`config.mk`:
```
export PLATFORM = sky130hd
export DESIGN_NAME = hazard_scoreboard
export DESIGN_NICKNAME = d
export VERILOG_FILES = /design/src/rtl/hazard_scoreboard.sv
export SDC_FILE = /design/constraint.sdc
export NUM_CORES = 1
export LEC_CHECK = 0
export ABC_AREA = 1
export CORE_MARGIN = 2
export CORE_UTILIZATION = 40
export DETAILED_ROUTE_END_ITERATION = 8
export GPL_ROUTABILITY_DRIVEN = 0
export PLACE_DENSITY_LB_ADDON = 0.2
export SKIP_CTS_REPAIR_TIMING = 1
export SYNTH_ARGS = -nofsm -noshare
export SYNTH_HDL_FRONTEND = slang
export SYNTH_SLANG_ARGS = --single-unit
```
`constraint.sdc`:
```
create_clock -name clk -period 2.6 [get_ports clk]
set_input_delay 0.52 -clock clk [delete_from_list [all_inputs] [get_ports clk]]
set_output_delay 0.52 -clock clk [all_outputs]
set_load 0.02 [all_outputs]
```
`src/rtl/hazard_scoreboard.sv`:
```
// Pipeline hazard scoreboard: shadows the E/M/W destination/source fields and drives
// stall, flush, forwarding and redirect controls, with variable-latency load support.
module hazard_scoreboard #(
    parameter int REG_AW  = 5,
    parameter int CNT_W   = 16,
    parameter int TIMEOUT = 255
) (
    input  logic              clk,
    input  logic              rst,
    input  logic [REG_AW-1:0] rs1_d,
    input  logic [REG_AW-1:0] rs2_d,
    input  logic [REG_AW-1:0] rd_d,
    input  logic              regwrite_d,
    input  logic              is_load_d,
    input  logic              pcsrc_e,
    input  logic              mem_ready,
    input  logic              cnt_clr,
    output logic              stall_f,
    output logic              stall_d,
    output logic              stall_e,
    output logic              stall_m,
    output logic              flush_d,
    output logic              flush_e,
    output logic              flush_w,
    output logic              redirect_en,
    output logic [1:0]        forward_ae,
    output logic [1:0]        forward_be,
    output logic [CNT_W-1:0]  stall_cnt,
    output logic [CNT_W-1:0]  redirect_cnt,
    output logic              mem_timeout
);

    localparam int WAIT_W = $clog2(TIMEOUT + 1);
    localparam logic [WAIT_W-1:0] WAIT_MAX  = WAIT_W'(TIMEOUT);
    localparam logic [WAIT_W-1:0] WAIT_LAST = WAIT_W'(TIMEOUT - 1);

    logic [REG_AW-1:0] rs1_e, rs2_e, rd_e, rd_m, rd_w;
    logic              wr_e, ld_e, wr_m, ld_m, wr_w;
    logic [WAIT_W-1:0] wait_cnt;
    logic              mem_wait, load_use;

    // x0 is hardwired, so it never produces a dependency.
    function automatic logic writes_reg(input logic [REG_AW-1:0] rd, input logic wr,
                                        input logic [REG_AW-1:0] rs);
        return wr && (rd != '0) && (rd == rs);
    endfunction

    assign mem_wait = ld_m && !mem_ready;
    assign load_use = ld_e && (writes_reg(rd_e, wr_e, rs1_d) || writes_reg(rd_e, wr_e, rs2_d));

    // A pending memory wait freezes everything; a taken branch makes the D-stage consumer
    // wrong-path, so it overrides the load-use stall.
    assign stall_f     = mem_wait || (load_use && !pcsrc_e);
    assign stall_d     = stall_f;
    assign stall_e     = mem_wait;
    assign stall_m     = mem_wait;
    assign flush_d     = pcsrc_e && !mem_wait;
    assign flush_e     = (pcsrc_e || load_use) && !mem_wait;
    assign flush_w     = mem_wait;
    assign redirect_en = pcsrc_e && !mem_wait;

    always_comb begin
        // NOTE: outputs get a default before the if/else chain so no path leaves them unassigned (no latch).
        forward_ae = 2'b00;
        forward_be = 2'b00;
        // A load in M has no data yet; its consumer picks it up from W a cycle later.
        if (writes_reg(rd_m, wr_m, rs1_e) && !ld_m)
            forward_ae = 2'b10;
        else if (writes_reg(rd_w, wr_w, rs1_e))
            forward_ae = 2'b01;
        if (writes_reg(rd_m, wr_m, rs2_e) && !ld_m)
            forward_be = 2'b10;
        else if (writes_reg(rd_w, wr_w, rs2_e))
            forward_be = 2'b01;
    end

    // NOTE: all state uses non-blocking assignments so every register samples pre-edge values.
    always_ff @(posedge clk or negedge rst) begin
        if (!rst) begin
            rs1_e <= '0; rs2_e <= '0; rd_e <= '0; wr_e <= 1'b0; ld_e <= 1'b0;
            rd_m  <= '0; wr_m  <= 1'b0; ld_m <= 1'b0;
            rd_w  <= '0; wr_w  <= 1'b0;
        end else if (mem_wait) begin
            rd_w <= '0;
            wr_w <= 1'b0;
        end else begin
            if (flush_e) begin
                rs1_e <= '0; rs2_e <= '0; rd_e <= '0; wr_e <= 1'b0; ld_e <= 1'b0;
            end else begin
                rs1_e <= rs1_d; rs2_e <= rs2_d; rd_e <= rd_d;
                wr_e  <= regwrite_d; ld_e <= is_load_d;
            end
            rd_m <= rd_e; wr_m <= wr_e; ld_m <= ld_e;
            rd_w <= rd_m; wr_w <= wr_m;
        end
    end

    always_ff @(posedge clk or negedge rst) begin
        if (!rst) begin
            stall_cnt    <= '0;
            redirect_cnt <= '0;
        end else if (cnt_clr) begin
            stall_cnt    <= '0;
            redirect_cnt <= '0;
        end else begin
            if (stall_f && (stall_cnt != '1))
                stall_cnt <= stall_cnt + CNT_W'(1);
            if (redirect_en && (redirect_cnt != '1))
                redirect_cnt <= redirect_cnt + CNT_W'(1);
        end
    end

    // The wait counter saturates at TIMEOUT; the flag latches on the edge where the
    // TIMEOUT-th consecutive wait cycle completes and is only advisory.
    always_ff @(posedge clk or negedge rst) begin
        if (!rst) begin
            wait_cnt    <= '0;
            mem_timeout <= 1'b0;
        end else begin
            if (!mem_wait)
                wait_cnt <= '0;
            else if (wait_cnt != WAIT_MAX)
                wait_cnt <= wait_cnt + WAIT_W'(1);

            if (cnt_clr)
                mem_timeout <= 1'b0;
            else if (mem_wait && (wait_cnt >= WAIT_LAST))
                mem_timeout <= 1'b1;
        end
    end

endmodule
```
# --- Word-level counts from Yosys, hierarchy flattened ---
# Index checks and enable logic that the tools add are counted.
totals:
  ff_bits: 71
  latchBits: 0
  mem_bits_rw: 0
  romBits: 0
  input_bits: 22
  elab_cells: 79
  memories: 0
op_classes:
  add_sub_neg: 3
  n_mul: 0
  div: 0
  order_cmp: 1
  n_eq_ne: 10
  shifts: 0
  n_mux: 19
  n_bitwise: 0
  reduce_logical: 32
ops:
  columns: ["op", "count"]
  rows:
  - ["$mux W16", 4]
  - ["$add A16 B1 Y16 const B", 2]
  - ["$ne A16 B16 Y1 const B", 2]
  - ["$eq A5 B5 Y1", 6]
  - ["$mux W5", 4]
  - ["$logic_and A1 B1 Y1", 19]
  - ["$mux W8", 2]
  - ["$reduce_bool A5 Y1", 3]
  - ["$add A8 B1 Y8 const B", 1]
  - ["$ge A8 B8 Y1 const B", 1]
  - ["$ne A8 B8 Y1 const B", 1]
  - ["$mux W1", 7]
  - ["$reduce_bool A2 Y1", 3]
  - ["$logic_not A1 Y1", 4]
  - ["$mux W2", 2]
  - ["$logic_or A1 B1 Y1", 3]
  - ["$ne A2 B1 Y1 const B", 1]

# --- Depth between registers and ports, before layout ---
# Gate-level depths: netlist of the first run.
depth:
  word_depth: 10
  mapped_depth: 12
  depth_no_buf: 11

# --- Least setup slack after synthesis of the first run ---
# No wires, ideal clock.
synth_path:
  path_kind: "register to output"
  startpoint: "reg rd_m[2]"
  endpoint: "out forward_ae[0]"
  t_arrival_ns: 1.647
  required_ns: 2.080
  path_slack_ns: 0.433
  stages_incl_launch_ff: 6
  n_path_buf: 0
  cell_sequence: "dfrtp_1 -> inv_1 -> nand4_1 -> o21ai_0 -> nor4_1 -> nor2_1"
synth_via:
  elab_chain_cells: 5
  elab_cells_between_ends: 6
synth_rtl:
  columns: ["item", "line", "source"]
  rows:
  - ["start, declared", "37", "logic [REG_AW-1:0] rs1_e, rs2_e, rd_e, rd_m, rd_w;"]
  - ["start signal, assigned", "93", "rd_m <= rd_e; wr_m <= wr_e; ld_m <= ld_e;"]
  - ["$reduce_bool A5 Y1", "45", "return wr && (rd != '0) && (rd == rs);"]
  - ["$logic_and A1 B1 Y1", "45", null]
  - ["$logic_and A1 B1 Y1 *", "45", null]
  - ["$logic_and A1 B1 Y1 *", "67", "if (writes_reg(rd_m, wr_m, rs1_e) && !ld_m)"]
  - ["$mux W2 *", "67", null]
  - ["end, declared", "26", "output logic [1:0] forward_ae,"]
# Every way passes the cells marked *; elsewhere a longest branch is shown, timed or not.

# --- Worst setup path after layout of the first run ---
layout_path:
  startpoint: "in pcsrc_e"
  endpoint: "out flush_d"
layout_via:
  elab_chain_cells: 1
layout_rtl:
  columns: ["item", "line", "source"]
  rows:
  - ["start, declared", "15", "input logic pcsrc_e,"]
  - ["$logic_and A1 B1 Y1", "57", "assign flush_d = pcsrc_e && !mem_wait;"]
  - ["end, declared", "22", "output logic flush_d,"]
# Every way passes these cells.

==> results of run 1 <==
worst max path at each step:
stage / from / end / slack (ps) / depth (start not counted)
2_1_floorplan: rd_m[2] / forward_ae[0] / 430 / 5
3_3_place_gp: rs2_d[4] / flush_e / -320 / 10
3_5_place_dp: rs2_d[1] / flush_e / -360 / 10
4_1_cts: rs2_d[1] / flush_e / -350 / 10
5_1_grt: rs2_d[1] / flush_e / 1 / 10
6_report: pcsrc_e / flush_d / 90 / 5
cell usage in the layout (no fill, tap or decap), drive strengths merged, types with 3 or more instances in the layout:
master	synthesis	routed
o2111ai	4	4
nor3	14	14
nand3b	3	3
nand2	133	133
xor2	22	22
ha	4	4
clkbuf	7	14
a21oi	8	8
inv	73	73
clkdlybuf4s50	0	57
nor2	40	40
clkinv	0	3
nand3	47	47
dfrtp	71	71
dlymetal6s2s	0	5
buf	15	17
o22ai	13	13
nand4	32	32
xnor2	12	12
o21ai	30	30
area by class of cell:
type                            count  area [sq um]  share of cell area
Clock buffer                       11           141              0.0273
Clock inverter                      5          33.8             0.00652
Inverter                           73           274              0.0529
Multi-Input combinational cell    371          2000               0.386
Sequential cell                    71          1780               0.343
Tap cell                          136           170              0.0328
Timing Repair Buffer               82           786               0.152
worst max-delay path, delay by kind of cell:
family | cells | cell delay [ps]
buf+inv | 4 | 1320
simple gates | 1 | 150
layer usage:
metal / up-vias / track usage / routed length [um] / share of wire
met2: 69 / 0.312 / 5010 / 0.49
met4: 0 / 0.0686 / 125 / 0.012
li1: 1906 / - / - / -
met3: 11 / 0.0411 / 404 / 0.040
met1: 1806 / 0.259 / 4680 / 0.46
met5: - / 0 / 0 / 0
cells by family after synthesis:
kind of cell / synth area share
AND/OR/NAND/NOR: 0.300
buffers and inverters: 0.0968
AO/OA/AOI/OAI: 0.0929
flip-flops: 0.427
adder cells (fa/ha/maj): 0.0120
XOR/XNOR: 0.0716
power by group through the flow:
stage	Sequential (uW)	Combinational (uW)	Clock (uW)
after floorplan	1240	272	0
after global placement	1250	444	0
after detailed placement	1250	451	0
after CTS	1230	452	825
after global routing	1240	503	885
final	1230	450	802
cells in the mapped netlist (6+ instances only):
| cell type | count |
|---|---|
| nand2_1 | 129 |
| dfrtp_1 | 71 |
| inv_1 | 70 |
| nand3_1 | 46 |
| nor2_1 | 37 |
| nand4_1 | 32 |
| o21ai_0 | 22 |
| xor2_1 | 22 |
| nor3_1 | 13 |
| o22ai_1 | 13 |
| xnor2_1 | 12 |
| o21ai_2 | 8 |
| a21oi_1 | 7 |
| buf_2 | 7 |
| clkbuf_1 | 7 |
| buf_4 | 6 |
through the flow:
| step | setup TNS (ps) | power, uW | instances | hold slack (ps) |
|---|---|---|---|---|
| after global placement | -788 | 1690 | 733 | 460 |
| after CTS | -1080 | 2510 | 749 | 171 |
| after floorplan | 0 | 1510 | 537 | 224 |
| final | 0 | 2480 | 749 | 162 |
| after detailed placement | -854 | 1700 | 733 | 463 |
| after global routing | 0 | 2630 | 749 | 196 |
flip-flops by register name, summed over array words and instances, names as in the netlist, 5 cells and up:
name / cells
redirect_cnt: 16
stall_cnt: 16
wait_cnt: 8
rd_e: 5
rd_m: 5
rd_w: 5
rs1_e: 5
rs2_e: 5
==> flow_summary.ini, run 1 <==
[outcome]
status = finished, final reports clean

[place]
numPortBuffers = 66
pre_cts_ws_ps = -356
hpwl_mm = 7.51
dpl_cell_area_sq_um = 4990

[cts]
clk_latency_ps = 360
cts.sinks = 71
clkSlewWorstSetupHoldPaths_ps = 80
clock_path_buffers = 2
htreeDepth = 3
cts_tree = yes
clockRootBuffer = clkbuf_8
numCtsBuffers = 9

[power]
seq_power_share = 0.496
combPwrFrac = 0.181
switchingPower_uw = 762
clockPowerShare = 0.323
peakVddDrop_v = 0.000209
internal-power_uw = 1720
powerDensity_nw_per_um2 = 479
switching_share = 0.307
power.leakage_uw = 0.00257

[synth]
synth-edff-count = 0
synth.cell_area_sq_um = 4160
synth_seq_cells = 71
ys_warn_count = 0
synth_cell_types = 34
async_flop_share = 1.00
synth_cells = 537
synth_area_leaders = dfrtp_1 (43%), nand2_1 (12%), inv_1 (6.3%)
synth_top_cell_by_area = dfrtp_1
synth_top_area_share = 0.427
synth.avg_cell_area_sq_um = 7.75
synth_ff_type = dfrtp_1
ys_seq_area_frac = 0.427
syn_nets = 563

[setup_path]
crit_required_ps = 2080
timing.critical_path.mode_cell = clkdlybuf4s50_1
r2r_cells = 10
r2r_start = redirect_cnt[0]
setup.worst_path.end_class = output port
cp_slowest_cell = clkdlybuf4s50_1
rrSetupSlack_ps = 640
cp_cell_sequence = clkdlybuf4s50_1, inv_1, nor2_1, buf_4, clkdlybuf4s50_1
critPathMaxStageDelay_ps = 600
cp.arrival_ps = 1990
rr_endpoint = redirect_cnt[9]
cp-start-kind = input port
worstSetupPathType = in -> out
path_max_fanout = 4

[global_routing]
grt_pass1_wl_mm = 17.3
grt-ovfl-total = 0
grt_pass1_vias = 3595
antenna_found_initial = 0
grt_max_degree = 48
grt_use_total = 0.194

[die]
start_util = 0.407
core_area_sq_um = 10200
die_x_um = 106
num_rows = 37
fp.dieArea_sq_um = 11200
io_pins = 67
die_y_um = 106

[sta]
finalMaxSlewViolations = 0
clock_skew_ps = 12.8
min_period_ps = 2510
rsz0062_at_grt = no
setup_ws_ps = 88.0
min_period_over_period = 0.966
max-slew-margin-rel = 0.608
setup_viol = 0
worstMarginPinSlew_ps = 588
finalHoldViolations = 0
fmax_ghz = 0.398

[routing]
vias = 3792
drc = 0
wire_per_inst_um = 13.6
ant_nets = 0
first_pass_iters = 6
wl_mm = 10.2
viasPerCell = 5.06
first_iter_violations = 159

[final_layout]
nFillCells = 1005
antenna_cells = 0
finalNetCount = 634
drive_gt1_frac = 0.101
fin_area_sq_um = 5180
utilization = 0.507
syn2layout_area_growth_pct = 24.5

[run]
max_cap_viol_count = 0

[min_path]
hp-class = in -> async
No activity file was read; power rests on OpenSTA's default activity.
==> run 2: changes to the inputs <==
- CORE_ASPECT_RATIO: unset -> 0.7
==> run 2 against run 1 <==
  * Non-clock buffer count is 1 lower
  * Core utilization is 1.1 points higher
  * Global-route usage is 0.50 points higher
  * Largest power group unchanged
  * Critical path type unchanged
  * Highest routed layer unchanged
  * Sequential power hardly changed
  * Via count is 2.2% higher
  * Sequential share of layout area is 0.75 points lower
==> flow_summary.ini, run 2 (synthesis gave the netlist of run 1 again) <==
[outcome]
status = finished, final reports clean

[die]
io_pins = 67
die_y_um = 89.3
num_rows = 31
core_area_sq_um = 10200
die_x_um = 126
start_util = 0.406
fp.dieArea_sq_um = 11200

[setup_path]
path_max_fanout = 9
critPathMaxStageDelay_ps = 620
rrSetupSlack_ps = 590
cp.arrival_ps = 2020
path_buf_inv = 3
cp_top_family = buffers and inverters
cp_slowest_cell = clkdlybuf4s50_1
setup.worst_path.end_class = output port
worstSetupPathType = in -> out
cp_cell_sequence = clkdlybuf4s50_1, nor2_2, buf_4, clkdlybuf4s50_1
crit_required_ps = 2080
timing.critical_path.mode_cell = clkdlybuf4s50_1
cp-start-kind = input port

[place]
dpl_cell_area_sq_um = 4990
hpwl_mm = 8.01
numPortBuffers = 66

[power]
clockPowerShare = 0.415
powerDensity_nw_per_um2 = 546
power.leakage_uw = 0.00263
switching_share = 0.278
combPwrFrac = 0.158
internal-power_uw = 2090
peakVddDrop_v = 0.000296
seq_power_share = 0.427
switchingPower_uw = 806

[cts]
cts_tree = yes
numCtsBuffers = 9
clkSlewWorstSetupHoldPaths_ps = 50
cts.sinks = 71
clock_path_buffers = 2
clockRootBuffer = clkbuf_16
htreeDepth = 3
clk_latency_ps = 330

[sta]
min_period_ps = 2540
clock_skew_ps = 6.03
hold_ws_ps = 204
fmax_ghz = 0.394
finalHoldViolations = 0
finalMaxSlewViolations = 0
max-slew-margin-rel = 0.605
setup_viol = 0
worstMarginPinSlew_ps = 592
rsz0062_at_grt = no
min_period_over_period = 0.976

[global_routing]
grt_pass1_vias = 3584
grt_pass1_wl_mm = 17.8
grt-ovfl-total = 0
grt_use_total = 0.199
grt_max_degree = 72
antenna_found_initial = 0

[final_layout]
drive_gt1_frac = 0.0964
reg_top3 = redirect_cnt x16, stall_cnt x16, wait_cnt x8
fin_area_sq_um = 5300
antenna_cells = 0
syn2layout_area_growth_pct = 27.3
final_common_cell = nand2_1
layout_common_cells = nand2_1 (129), dfrtp_1 (71), inv_1 (70)
finalNetCount = 633

[routing]
first_iter_violations = 350
drc = 0
viasPerCell = 5.21
wire_per_inst_um = 14.6
ant_nets = 0
wl_mm = 10.9
vias = 3877
first_pass_iters = 5

[min_path]
hp-class = in -> async

[run]
max_cap_viol_count = 0
[run 2: changes by cell type in the layout (fill, tap and decap cells not counted)]
cell / delta
buf_4: -2
clkdlybuf4s50_1: +1
o21ai_0: +1
buf_12: +1
bufinv_16: +1
o21ai_2: -1
clkbuf_8: -10
clkbuf_2: -1
clkinvlp_4: -1
clkbuf_16: +9
clkinv_2: +1
[run 2: final timing paths]
check                           startpoint               to  depth (start not counted)
setup / recovery                 mem_ready          flush_w                          4
setup reg to reg           redirect_cnt[0]  redirect_cnt[9]                         10
max in group asynchronous              rst          rd_m[3]                          2
hold reg to reg                wait_cnt[7]      wait_cnt[7]                          2
hold / removal                         rst          rd_e[1]                          2
min in group clk               wait_cnt[7]      wait_cnt[7]                          2
[run 2: cell type report]
cell class              count  area (sq um)
inverters                  73           274
flip-flops and latches     71          1780
clock inverters             6          61.3
clock buffers              10           229
multi-input cells         371          2000
well taps                 132           165
fillers                   969          4940
repair buffers             81           796
[run 2: power by group through the flow]
stage | clock network (uW) | logic (uW) | registers, uW
2_1_floorplan | 0 | 272 | 1240
3_3_place_gp | 0 | 444 | 1250
3_5_place_dp | 0 | 456 | 1260
4_1_cts | 1230 | 458 | 1240
5_1_grt | 1280 | 511 | 1240
6_report | 1200 | 457 | 1240
[run 2: per-stage QoR]
step	util	worst slack, ps	total power [uW]	instances	setup TNS (ps)
final	0.517	62.2	2900	744	0
after CTS	0.516	-271	2920	744	-993
after global routing	0.517	1.60	3040	744	0
after detailed placement	0.488	-267	1710	728	-768
after global placement	0.488	-248	1700	728	-644
after floorplan	-	433	1510	537	0
[run 2: metal layers]
layer,share of wire,vias to the layer above,global-route usage
met1,0.50,1865,0.287
met5,0,-,0
met4,0.0077,0,0.0420
met2,0.44,95,0.306
met3,0.049,8,0.0503
li1,-,1909,-
[run 2: worst register-to-register path: stages, from the launching register on]
cell and delay [ps]:
dfrtp_1 440, ha_1 280, inv_1 90, nor2_2 250, nand2_1 100, nor2_2 130, a21oi_2 80, inv_2 100
nand2_2 210, nand2_1 150, o21ai_2 60
==> run 3: changes to the inputs <==
- ABC_AREA: 1 -> unset
==> run 3 against run 2 <==
  * Via count down 22%
  * Critical path type is now reg -> out
  * Core utilization up 5.6 points
  * Sequential share of layout area up 2.7 points
  * Clock power down 4%
  * Critical path depth up 1
  * Final cell count down 21%
  * Highest routed layer unchanged
  * Setup slack worse by 22 ps
  * Combinational power about the same
  * Hold slack worse by 18 ps
  * Power down 1.9%
  * Non-clock buffer count up 22
  * Largest power group unchanged
  * Final area down 7.2%
==> flow_summary.ini, run 3 <==
[outcome]
status = finished, final reports clean

[global_routing]
grt_use_met2 = 0.285
grt.busiest_layer = met2
grt_pass1_wl_mm = 14.7
grt_use_total = 0.194
grt_pass1_vias = 2995
antenna_found_initial = 0
grtUsageMet3 = 0.0460
use_met1 = 0.280
grt_max_degree = 72
grt-ovfl-total = 0

[synth]
synth_seq_cells = 71
synth_area_leaders = dfrtp_1 (50%), xor2_1 (8.6%), a22o_1 (4.2%)
synth_top_area_share = 0.496
syn_nets = 389
async_flop_share = 1.00
synth_cell_types = 41
synth_common_cells = dfrtp_1 (71), xor2_1 (35), nor2_1 (34)
synth-edff-count = 0
synth_most_common_cell = dfrtp_1
synth_top_cell_by_area = dfrtp_1
synth.avg_cell_area_sq_um = 9.86
synth.cell_area_sq_um = 3580
ys_seq_area_frac = 0.496
synth_cells = 363
ys_warn_count = 0
synth_ff_type = dfrtp_1

[sta]
worstMarginPinSlew_ps = 407
setup_ws_ps = 40.7
fmax_ghz = 0.391
min_period_ps = 2560
clock_skew_ps = 8.86
finalHoldViolations = 0
max-slew-margin-rel = 0.727
setup_viol = 0
min_period_over_period = 0.984
fin_tns_setup_ps = 0
finalMaxSlewViolations = 0

[final_layout]
fin_area_sq_um = 4920
drive_gt1_frac = 0.170
fin_cells = 585
antenna_cells = 0
layout_common_cells = dfrtp_1 (68), clkdlybuf4s50_1 (53), buf_4 (37)
finalNetCount = 486
final_common_cell = dfrtp_1
syn2layout_area_growth_pct = 37.4
reg_top3 = redirect_cnt x16, stall_cnt x16, wait_cnt x8

[routing]
drc = 0
first_iter_violations = 213
viasPerCell = 5.15
wire_per_inst_um = 15.2
vias = 3014
wl_mm = 8.87
first_pass_iters = 4
ant_nets = 0

[power]
clockPowerShare = 0.406
switching_share = 0.281
internal-power_uw = 2040
seq_power_share = 0.432
combPwrFrac = 0.161
power.leakage_uw = 0.00225
switchingPower_uw = 798
peakVddDrop_v = 0.000520
powerDensity_nw_per_um2 = 578

[setup_path]
cp-start-kind = register
r2r_start = rd_e[2]
crit_required_ps = 2080
rrSetupSlack_ps = 210
cp.arrival_ps = 2040
path_max_fanout = 3
rr_endpoint = stall_cnt[1]
setup.worst_path.end_class = output port
worstSetupPathType = reg -> out
r2r_cells = 9

[cts]
clock_path_buffers = 2
htreeDepth = 3
cts.sinks = 71
numCtsBuffers = 9
cts_tree = yes
clk_latency_ps = 340
clockRootBuffer = clkbuf_16
clkSlewWorstSetupHoldPaths_ps = 60

[place]
dpl_cell_area_sq_um = 4550
hpwl_mm = 6.22
numPortBuffers = 66
pre_cts_ws_ps = -445
dp_cells = 566

[die]
fp.dieArea_sq_um = 9730
num_rows = 28
io_pins = 67
die_y_um = 83.2
die_x_um = 117
start_util = 0.417
core_area_sq_um = 8580

[min_path]
hp-class = in -> async

[run]
max_cap_viol_count = 0
## run 3: cell types whose count changed after synthesis, sizes merged, moves of 9 or more
cell / previous run / this run
nand3: 47 / 11
o21ai: 30 / 19
xor2: 22 / 35
nand4: 32 / 9
a21oi: 8 / 20
or3: 0 / 14
o22ai: 13 / 0
nand2: 133 / 33
a22o: 0 / 17
or4: 0 / 9
inv: 73 / 8
## run 3: worst max path at each step
stage | start | end | slack [ps] | depth (start not counted)
floorplan | rd_m[1] | forward_ae[0] | 50 | 4
global placement | rs2_d[2] | stall_d | -420 | 6
detailed placement | rs2_d[2] | stall_d | -440 | 6
CTS | rd_m[1] | forward_be[0] | -610 | 5
global route | rd_w[4] | forward_be[0] | -90 | 5
finish | rd_w[4] | forward_be[0] | 40 | 5
## run 3: layout make-up
class,instances,area (sq um)
Fill cell,768,3660
Inverter,8,30.0
Multi-Input combinational cell,267,1740
Tap cell,120,150
Timing Repair Buffer,103,941
Clock buffer,9,225
Clock inverter,7,56.3
Sequential cell,71,1780
## run 3: metrics by stage
step / hold WS [ps] / util / power, uW
floorplan: 224 / - / 1470
global placement: 461 / 0.530 / 1670
detailed placement: 463 / 0.530 / 1680
CTS: 216 / 0.563 / 2850
global route: 233 / 0.573 / 2990
finish: 186 / 0.573 / 2840
## run 3: critical path, stage by stage (launching register included)
cell and delay, ps:
dfrtp_1 400, or4_1 120, o21ai_0 90, or4_1 570
nor4_2 310, buf_2 210
## run 3: layer usage
metal  vias up  routed length (um)
li1       1483                   -
met1      1470                4410
met2        55                4020
met3         6                 372
met4         0                  68
met5         -                   0
## run 3: power by group through the flow
stage          combinational (uW)  sequential, uW  clock (uW)
2_1_floorplan                 221            1250           0
3_3_place_gp                  429            1240           0
3_5_place_dp                  434            1250           0
4_1_cts                       436            1230        1190
5_1_grt                       506            1240        1240
6_report                      458            1230        1150
## run 3: cells by family after synthesis
family,synth area share
and+or+nand+nor,0.205
AOI/OAI and AO/OA,0.132
DFF,0.496
xor gates and xnor gates,0.110
buffers and inverters,0.0367
adders and majority gates,0.0140
muxes,0.00559
